$ cat src/rtl/cpu_mem_pkg.sv
// Shared types for the CPU data-memory responder: size encodings, FSM states,
// the latched request payload and the alignment-fault helper.
package cpu_mem_pkg;

  localparam int unsigned DATA_W = 32;
  localparam int unsigned ADDR_W = 32;
  localparam int unsigned WAIT_W = 4;

  typedef enum logic [1:0] {
    SIZE_BYTE    = 2'b00,
    SIZE_HALF    = 2'b01,
    SIZE_WORD    = 2'b10,
    SIZE_ILLEGAL = 2'b11
  } mem_size_e;

  localparam logic [1:0] ILLEGAL_SIZE = 2'b11;

  typedef enum logic [1:0] {
    IDLE = 2'd0,
    WAIT = 2'd1,
    RESP = 2'd2
  } mem_state_e;

  typedef struct packed {
    logic              we;
    logic [ADDR_W-1:0] addr;
    logic [DATA_W-1:0] wdata;
    logic [1:0]        size;
    logic              is_unsigned;
  } mem_req_t;

  // Illegal size or an access not aligned to its own width.
  function automatic logic size_fault(input logic [1:0] size, input logic [1:0] lane);
    logic f;
    f = 1'b0;
    if (size == ILLEGAL_SIZE) f = 1'b1;
    else if (size == SIZE_HALF && lane[0]) f = 1'b1;
    else if (size == SIZE_WORD && lane != 2'b00) f = 1'b1;
    return f;
  endfunction

endpackage

$ cat src/rtl/mem_lane_align.sv
// Combinational lane steering: store byte-mask/replicated data and
// load lane extraction with sign or zero extension.
module mem_lane_align
  import cpu_mem_pkg::*;
(
  input  logic [1:0]        i_size,
  input  logic [1:0]        i_lane,
  input  logic              i_unsigned,
  input  logic [DATA_W-1:0] i_wdata,
  input  logic [DATA_W-1:0] i_rword,
  output logic [3:0]        o_mask_c,
  output logic [DATA_W-1:0] o_wdata_c,
  output logic [DATA_W-1:0] o_rdata_c
);

  logic [7:0]  w_byte;
  logic [15:0] w_half;

  always_comb begin
    o_mask_c  = '0;
    o_wdata_c = '0;
    o_rdata_c = '0;
    w_half    = i_lane[1] ? i_rword[31:16] : i_rword[15:0];
    case (i_lane)
      2'd0:    w_byte = i_rword[7:0];
      2'd1:    w_byte = i_rword[15:8];
      2'd2:    w_byte = i_rword[23:16];
      default: w_byte = i_rword[31:24];
    endcase

    case (mem_size_e'(i_size))
      SIZE_BYTE: begin
        o_mask_c  = 4'(4'b0001 << i_lane);
        o_wdata_c = {4{i_wdata[7:0]}};
        o_rdata_c = i_unsigned ? {24'd0, w_byte} : {{24{w_byte[7]}}, w_byte};
      end
      SIZE_HALF: begin
        o_mask_c  = i_lane[1] ? 4'b1100 : 4'b0011;
        o_wdata_c = {2{i_wdata[15:0]}};
        o_rdata_c = i_unsigned ? {16'd0, w_half} : {{16{w_half[15]}}, w_half};
      end
      SIZE_WORD: begin
        o_mask_c  = 4'b1111;
        o_wdata_c = i_wdata;
        o_rdata_c = i_rword;
      end
      default: begin
        o_mask_c  = '0;
        o_wdata_c = '0;
        o_rdata_c = '0;
      end
    endcase
  end

endmodule

$ cat src/rtl/data_mem_responder.sv
// Single-port data memory behind a valid/ready request channel with a
// programmable wait and a one-cycle response pulse.
module data_mem_responder
  import cpu_mem_pkg::*;
#(
  parameter int unsigned DEPTH_WORDS = 64,
  parameter int unsigned WAIT_CYCLES = 1
) (
  input  logic              clk,
  input  logic              rst,
  input  logic              req_valid,
  output logic              req_ready,
  input  logic              req_we,
  input  logic [ADDR_W-1:0] req_addr,
  input  logic [DATA_W-1:0] req_wdata,
  input  logic [1:0]        req_size,
  input  logic              req_unsigned,
  output logic              resp_valid,
  output logic [DATA_W-1:0] resp_rdata,
  output logic              resp_err
);

  localparam int unsigned IDX_W      = (DEPTH_WORDS > 1) ? $clog2(DEPTH_WORDS) : 1;
  localparam logic [ADDR_W-1:0] ADDR_LIMIT = ADDR_W'(4 * DEPTH_WORDS);
  localparam logic [WAIT_W-1:0] WAIT_LOAD  = WAIT_W'(WAIT_CYCLES - 1);

  mem_state_e        r_state;
  logic [WAIT_W-1:0] r_cnt;
  logic              r_ready;
  logic              r_valid;
  logic [DATA_W-1:0] r_rdata;
  logic              r_err;
  mem_req_t          r_req;
  logic [DATA_W-1:0] r_mem [DEPTH_WORDS];

  mem_req_t          w_req;
  logic              w_accept;
  logic              w_enter_resp;
  logic              w_err;
  logic [IDX_W-1:0]  w_idx;
  logic [DATA_W-1:0] w_rword;
  logic [3:0]        w_mask;
  logic [DATA_W-1:0] w_wlanes;
  logic [DATA_W-1:0] w_rext;

  assign req_ready  = r_ready;
  assign resp_valid = r_valid;
  assign resp_rdata = r_rdata;
  assign resp_err   = r_err;

  assign w_accept = req_valid && r_ready;

  // In IDLE the live inputs are the request; a zero-wait accept commits on that same edge.
  always_comb begin
    w_req             = r_req;
    if (r_state == IDLE) begin
      w_req.we          = req_we;
      w_req.addr        = req_addr;
      w_req.wdata       = req_wdata;
      w_req.size        = req_size;
      w_req.is_unsigned = req_unsigned;
    end
  end

  assign w_enter_resp = ((r_state == IDLE) && w_accept && (WAIT_CYCLES == 0)) ||
                        ((r_state == WAIT) && (r_cnt == '0));

  assign w_err   = size_fault(w_req.size, w_req.addr[1:0]) || (w_req.addr >= ADDR_LIMIT);
  assign w_idx   = w_req.addr[IDX_W+1:2];
  assign w_rword = w_err ? '0 : r_mem[w_idx];

  mem_lane_align u_align (
    .i_size     (w_req.size),
    .i_lane     (w_req.addr[1:0]),
    .i_unsigned (w_req.is_unsigned),
    .i_wdata    (w_req.wdata),
    .i_rword    (w_rword),
    .o_mask_c   (w_mask),
    .o_wdata_c  (w_wlanes),
    .o_rdata_c  (w_rext)
  );

  // Memory is deliberately outside reset; a reset on the commit edge blocks the write.
  always_ff @(posedge clk) begin
    if (rst && w_enter_resp && w_req.we && !w_err) begin
      for (int b = 0; b < 4; b++) begin
        if (w_mask[b]) r_mem[w_idx][8*b +: 8] <= w_wlanes[8*b +: 8];
      end
    end
  end

  always_ff @(posedge clk) begin
    if (!rst) begin
      r_state <= IDLE;
      r_cnt   <= '0;
      r_ready <= 1'b1;
      r_valid <= 1'b0;
      r_rdata <= '0;
      r_err   <= 1'b0;
      r_req   <= '0;
    end else begin
      r_valid <= 1'b0;
      r_rdata <= '0;
      r_err   <= 1'b0;
      case (r_state)
        IDLE: begin
          if (w_accept) begin
            r_req   <= w_req;
            r_ready <= 1'b0;
            if (WAIT_CYCLES == 0) begin
              r_state <= RESP;
            end else begin
              r_state <= WAIT;
              r_cnt   <= WAIT_LOAD;
            end
          end
        end
        WAIT: begin
          if (r_cnt == '0) r_state <= RESP;
          else             r_cnt   <= r_cnt - WAIT_W'(1);
        end
        RESP: begin
          r_state <= IDLE;
          r_ready <= 1'b1;
        end
        default: begin
          r_state <= IDLE;
          r_ready <= 1'b1;
        end
      endcase
      if (w_enter_resp) begin
        r_valid <= 1'b1;
        r_err   <= w_err;
        r_rdata <= (w_err || w_req.we) ? '0 : w_rext;
      end
    end
  end

endmodule

$ cat config.mk
export PLATFORM = sky130hd
export DESIGN_NAME = data_mem_responder
export DESIGN_NICKNAME = d
export VERILOG_FILES = /design/src/rtl/cpu_mem_pkg.sv /design/src/rtl/mem_lane_align.sv /design/src/rtl/data_mem_responder.sv
export SDC_FILE = /design/constraint.sdc
export NUM_CORES = 2
export LEC_CHECK = 0
export ABC_AREA = 0
export CELL_PAD_IN_SITES_DETAIL_PLACEMENT = 0
export CELL_PAD_IN_SITES_GLOBAL_PLACEMENT = 1
export CORE_MARGIN = 10
export CORE_UTILIZATION = 36
export DETAILED_ROUTE_END_ITERATION = 7
export PLACE_DENSITY = 0.6
export SKIP_LAST_GASP = 1
export SYNTH_ARGS = -nofsm -noshare
export SYNTH_HDL_FRONTEND = slang
export SYNTH_SLANG_ARGS = --single-unit
$ cat constraint.sdc
create_clock -name clk -period 6.3 [get_ports clk]
set_input_delay 1.575 -clock clk [delete_from_list [all_inputs] [get_ports clk]]
set_output_delay 1.575 -clock clk [all_outputs]
set_load 0.01 [all_outputs]
### After elaboration in Yosys (flattened, before gate mapping)

Memories as Yosys holds them, arrays and structs flattened.
Cells that the tools add are included.

* output and inout bits: 35
* memories kept: 1
* register bits: 109
* bits in writable memories: 2048

Memory list
* r_mem: words 64, width 32, rd ports 1, clocked after Yosys merged registers in 0, write ports 1, line data_mem_responder.sv:34 `logic [DATA_W-1:0] r_mem [DEPTH_WORDS];`

* bitwise gates (word level): 3
* mux-type cells: 34
* add/subtract/negate cells: 1
* $lt $le $gt $ge: 1
* shifts and indexed selects: 1
* equality and inequality tests: 9
* reductions and logical operators: 22

Operators with widths (count)
* $pmux 32 s3: 2
* $mux 32: 3
* $mux 68: 1
* $ge 32x9->1 const B: 1
* $pmux 8 s3: 1
* $mux 1: 17
* $mux 16: 1
* $mux 4: 3
* $pmux 4 s3: 1
* $pmux 4 s2: 1
* $reduce_and 2->1: 4
* $logic_and 1x1->1: 7
* $eq 2x1->1 const B: 3
* $eq 2x2->1 const B: 3
* $logic_not 2->1: 3
* $logic_not 4->1: 1
* $mux 2: 2
* $ne 2x2->1 const B: 2
* $pmux 2 s2: 1
* $reduce_bool 2->1: 2
* $shl 1x2->4 const A: 1
* $sub 4x1->4 const B: 1
* $not 1->1: 3
* $reduce_and 3->1: 1
* other kinds (5): 6

### Longest topological paths before layout

* word-level depth: 12
* mapped depth: 18
* depth with buffers taken out: 10

### Hierarchy

Synthesis repeated with hierarchy kept, for this count alone.

* cells, all modules: 5687
* area, all modules: 83028.4 um2

By module, submodules not included
* data_mem_responder: area an instance 81598.3 um2, cells an instance 5480, times used 1
* mem_lane_align: area an instance 1430.1 um2, cells an instance 207, times used 1

### Worst setup path before layout

OpenSTA, ideal clock, no wires.

* kind: reg-to-reg
* from: register r_state[1]
* to: memory r_mem[0][30] (data pin)
* setup slack: 0.667 ns
* period minus slack after synthesis: 5.633 ns
* library setup time: 0.702 ns
* required time: 5.598 ns
* cell stages (with the launch flop): 10
* arrival time: 4.932 ns
* cells stage by stage: dfxtp_1 buf_6 nor2_4 buf_6 buf_2 buf_1 clkbuf_1 buf_1 mux2i_1 o21ai_0

* word-level cells in the longest chain between the ends: 4
* elaborated cells between the ends (all ways): 6
* those cells by class: 2 x eq/ne; 2 x mux; 2 x reduce/logical

Ends and longest elaborated chain
* start, declared: line data_mem_responder.sv:27 `mem_state_e r_state;`
* start signal, assigned: line data_mem_responder.sv:94 `r_state <= IDLE;`
* start signal, assigned: line data_mem_responder.sv:111 `r_state <= RESP;`
* start signal, assigned: line data_mem_responder.sv:113 `r_state <= WAIT;`
* $logic_not 2->1 *: line data_mem_responder.sv:56 `if (r_state == IDLE) begin`
* $mux 68 *: line data_mem_responder.sv:56
* $eq 2x2->1, or another cell as far along: line mem_lane_align.sv:31 `case (mem_size_e'(i_size))`
* $pmux 32 s3 *: line mem_lane_align.sv:31
* net u_align.o_wdata_c[30]: line mem_lane_align.sv:12 `output logic [DATA_W-1:0] o_wdata_c,`
* end, declared: line data_mem_responder.sv:34

The timed path passes the listed nets; every way through them passes the cells marked *.

### Final worst setup path

* from: input req_addr[4]
* to: register r_rdata[17], in the netlist resp_rdata[17]

* word-level cells in the longest chain between the ends: 7
* elaborated cells between the ends (all ways): 12
* those cells by class: 1 x order compare; 7 x mux; 3 x reduce/logical; 1 x memory

Ends and longest elaborated chain
* start, declared: line data_mem_responder.sv:14 `input logic [ADDR_W-1:0] req_addr,`
* $mux 68 *: line data_mem_responder.sv:56
* $ge 32x9->1: line data_mem_responder.sv:68 `assign w_err = size_fault(w_req.size, w_req.addr[1:0]) || (w_req.addr >= ADDR_LIMIT);`
* $logic_or 1x1->1: line data_mem_responder.sv:68
* $mux 32: line data_mem_responder.sv:70 `assign w_rword = w_err ? '0 : r_mem[w_idx];`
* $pmux 8 s3 or $mux 16 (tied branches): line mem_lane_align.sv:24, mem_lane_align.sv:23
* $mux 32, on equally long branches: line mem_lane_align.sv:35, mem_lane_align.sv:40
* $pmux 32 s3: line mem_lane_align.sv:31
* end signal, assigned: line data_mem_responder.sv:134 `r_rdata <= (w_err || w_req.we) ? '0 : w_rext;`
* end, declared: line data_mem_responder.sv:31 `logic [DATA_W-1:0] r_rdata;`

Mark *: on every way between the ends. The rest lies on a longest branch, timed or not.
A chain may end at the register's enable or synchronous reset.

==> reports/metrics.yaml <==
place_inst: 8847
setup_tns_ns: 0
drive_gt1_share_pct: 16.3
grt_max_degree: 87
ant_nets: 0
die_h_um: 500
period_needed_ns: 5.61
arrival_ns: 6.40
antenna_found_initial: 10
synth_edf_count: 2048
numPortBuffers: 105
cap_violations: 0
netlist_area_mm2: 0.0829
hold_viol: 0
syn_inst: 5572
cellPowerDensity_mw_per_mm2: 338
core-area_mm2: 0.230
ctsRootBufferMaster: "clkbuf_16"
ioPinCount: 106
path_clk_slew_ns: 0.06
path_max_fanout: 47
critical_path_class: "in -> reg"
fin_cells: 9258
gp_congestion: 0.881
path_cells: "clkdlybuf4s50_1, or3b_1, nand2_8, buf_12, o21ai_0, o22ai_1, a21oi_1, a2111oi_4, nand4_2, a31oi_2, o211ai_4, buf_12, a31oi_1"
fin_nets: 6116
syn_nets: 5645
syn_to_final_growth_pct: 18.6
fmax_mhz: 178
synthTopCellsByArea: "edfxtp_1 74%, o22ai_1 5.0%, dfxtp_1 2.6%"
wl_per_cell_um: 32.0
finClkSkew_ns: 0.0433
dr_total_vias: 55000
htreeDepth: 4
crit_family: "compound AO/OA/AOI/OAI gates"
overflow: 0
setup_viol: 0
cp-start-kind: "input port"
cp_num_buf_inv: 3
r2r-end: "r_mem[35][4]"
rrSetupSlack_ns: 1.29
wirelength_mm: 297
power_mw: 33.2
grt_pass1_wl_mm: 415
cts_tree: "yes"
post_cts_resized: 0
clock_sinks: 2157
drtIter0Drc: 6881
rsz0062_at_grt: "false"
crit_required_ns: 7.09
critPathSlowestCell: "clkdlybuf4s50_1"
vias_per_cell: 5.94
die_w_um: 500
min_path_type: "reg -> reg"
numCtsBuffers: 220
first_pass_iters: 6
initial_core_util_pct: 36.1
ctsHoldBuffers: 0
clock_path_buffers: 3
num_rows: 176
ir_drop_mv: 0.329
reg2reg_depth: 11
cp_common_cell: "buf_12"
max_slew_margin_pct: 16.3
clock_latency_ns: 0.88
ys_types: 95
critPathMaxStageDelay_ns: 1.11
drc: 0
power.leakage_nw: 31.5
worstHoldEndpoint: "r_req[21]"
end_kind: "register"
ys_ff_latch: 2157
synth_seq_area_share_pct: 76.8
dieArea_mm2: 0.250
grt_pass1_vias: 52800
synth_area_leader_cell: "edfxtp_1"
cts_setup_buffers: 0
r2r_start: "r_state[1]"
status: "finished clean"
yosysWarnings: 0
synth_top_area_share_pct: 74.2
synthFlopType: "edfxtp_1"
synthArstFlopShare_pct: 0
worst_pin_slew_ns: 1.25
nFillCells: 20800
avgSynthCellArea_um2: 14.9
hp-start: "r_req[21]"
post-route-period-util_pct: 89.0
min_path_cells: 2
dpl.hpwl_mm: 188
grt_usage_pct: 22.9
drv_slew: 0
## through the flow
step           worst slack, ns  util [%]  hold slack [ns]  cell area [um2]
6_report                 0.694      42.8            0.464            98300
2_1_floorplan            0.667         -            0.443            82900
3_3_place_gp          -0.00682      39.8            0.452            91300
4_1_cts                  0.903      42.8            0.467            98300
3_5_place_dp           -0.0201      39.8            0.459            91300
5_1_grt                  0.717      42.8            0.483            98300
## synth_stat cells (all sizes together), types with 5 or more instances
master   number
nor2b         5
nand4         8
a31oi       104
nor4         51
o211ai       20
o21ai       205
a211oi       32
o2111ai       7
a32oi        41
and3         17
nand3       101
o22a         18
o221ai      117
or4           8
nand3b        6
nand2b       20
mux2         18
edfxtp     2048
o22ai       664
a21boi       52
a2111oi      13
mux2i        65
inv          14
nor3        271
dfxtp       109
a22oi        15
nor4b        10
o211a        19
and2          5
a21oi       185
nand2       484
clkbuf      174
o31ai         5
a222oi        7
buf         256
nor2        341
## report_power, final
group / total, mW / internal (mW) / switching, mW / leakage [nW]
Clock: 12.8 / 7.18 / 5.61 / 3.42
Sequential: 16.3 / 16.3 / 0.0254 / 19.5
Combinational: 4.10 / 0.984 / 3.12 / 8.63
## area by class of cell
class / instances / area, um2 / share of cell area, %
Multi-Input combinational cell: 2971 / 17800 / 18.1
Timing Repair Buffer: 679 / 6010 / 6.11
Tap cell: 3026 / 3790 / 3.85
Clock inverter: 134 / 1250 / 1.27
Inverter: 14 / 52.6 / 0.0534
Sequential cell: 2157 / 63700 / 64.8
Clock buffer: 273 / 5750 / 5.85
Antenna cell: 4 / 10.0 / 0.0102
## kinds of logic after synthesis
group	count (synthesis)	share of synthesized area, %
AOI/OAI and AO/OA	1540	12.3
xor gates and xnor gates	2	0.0211
adders and majority gates	2	0.0302
buffers and inverters	444	2.50
DFF	2157	76.8
muxes	83	1.07
and+or+nand+nor	1344	7.24
## metal layers
metal	vias to the layer above	part of all wire [%]	GRT usage (%)
li1	23200	-	-
met4	2	3.6	7.63
met5	-	0.0064	0
met3	510	8.7	3.97
met1	28500	41	31.8
met2	2790	47	36.4
## registers in the layout (all words and copies together), names as in the netlist
register and count:
r_mem 2048, resp_valid 1, r_cnt 4, req_ready 1, r_state 2, r_req 68, resp_rdata 32, resp_err 1
## worst max-delay path by stage
| stage | start | end | depth (start not counted) |
|---|---|---|---|
| after global placement | req_addr[4] | resp_rdata[20] | 13 |
| final | req_addr[4] | resp_rdata[17] | 13 |
| after floorplan | r_state[1] | r_mem[0][30] | 9 |
| after detailed placement | req_addr[4] | resp_rdata[17] | 13 |
| after global routing | req_addr[4] | resp_rdata[17] | 13 |
| after CTS | req_addr[4] | resp_rdata[17] | 13 |
## tightest hold or removal path: cells and delay by family, from the launching register on
kind	cells	cell delay, ns
AO/OA/AOI/OAI	1	0.06
AND/OR/NAND/NOR	1	0.04
flip-flops	1	0.31
## cell usage in the layout, fill, tap and decap left out, types with 52 or more instances in the layout
master,netlist,routed
nor3_1,270,270
buf_12,0,52
o22ai_1,662,654
mux2i_1,62,56
buf_4,25,522
clkbuf_16,0,220
a21oi_1,177,177
clkinv_1,0,59
a31oi_1,87,86
nand3_1,101,99
a21boi_0,52,52
nor2_1,338,327
edfxtp_1,2048,2048
dfxtp_1,109,109
nand2_1,483,475
o21ai_0,188,172
o221ai_1,117,117
clkdlybuf4s50_1,0,104
Note: power is estimated with default switching activity, not from simulation.
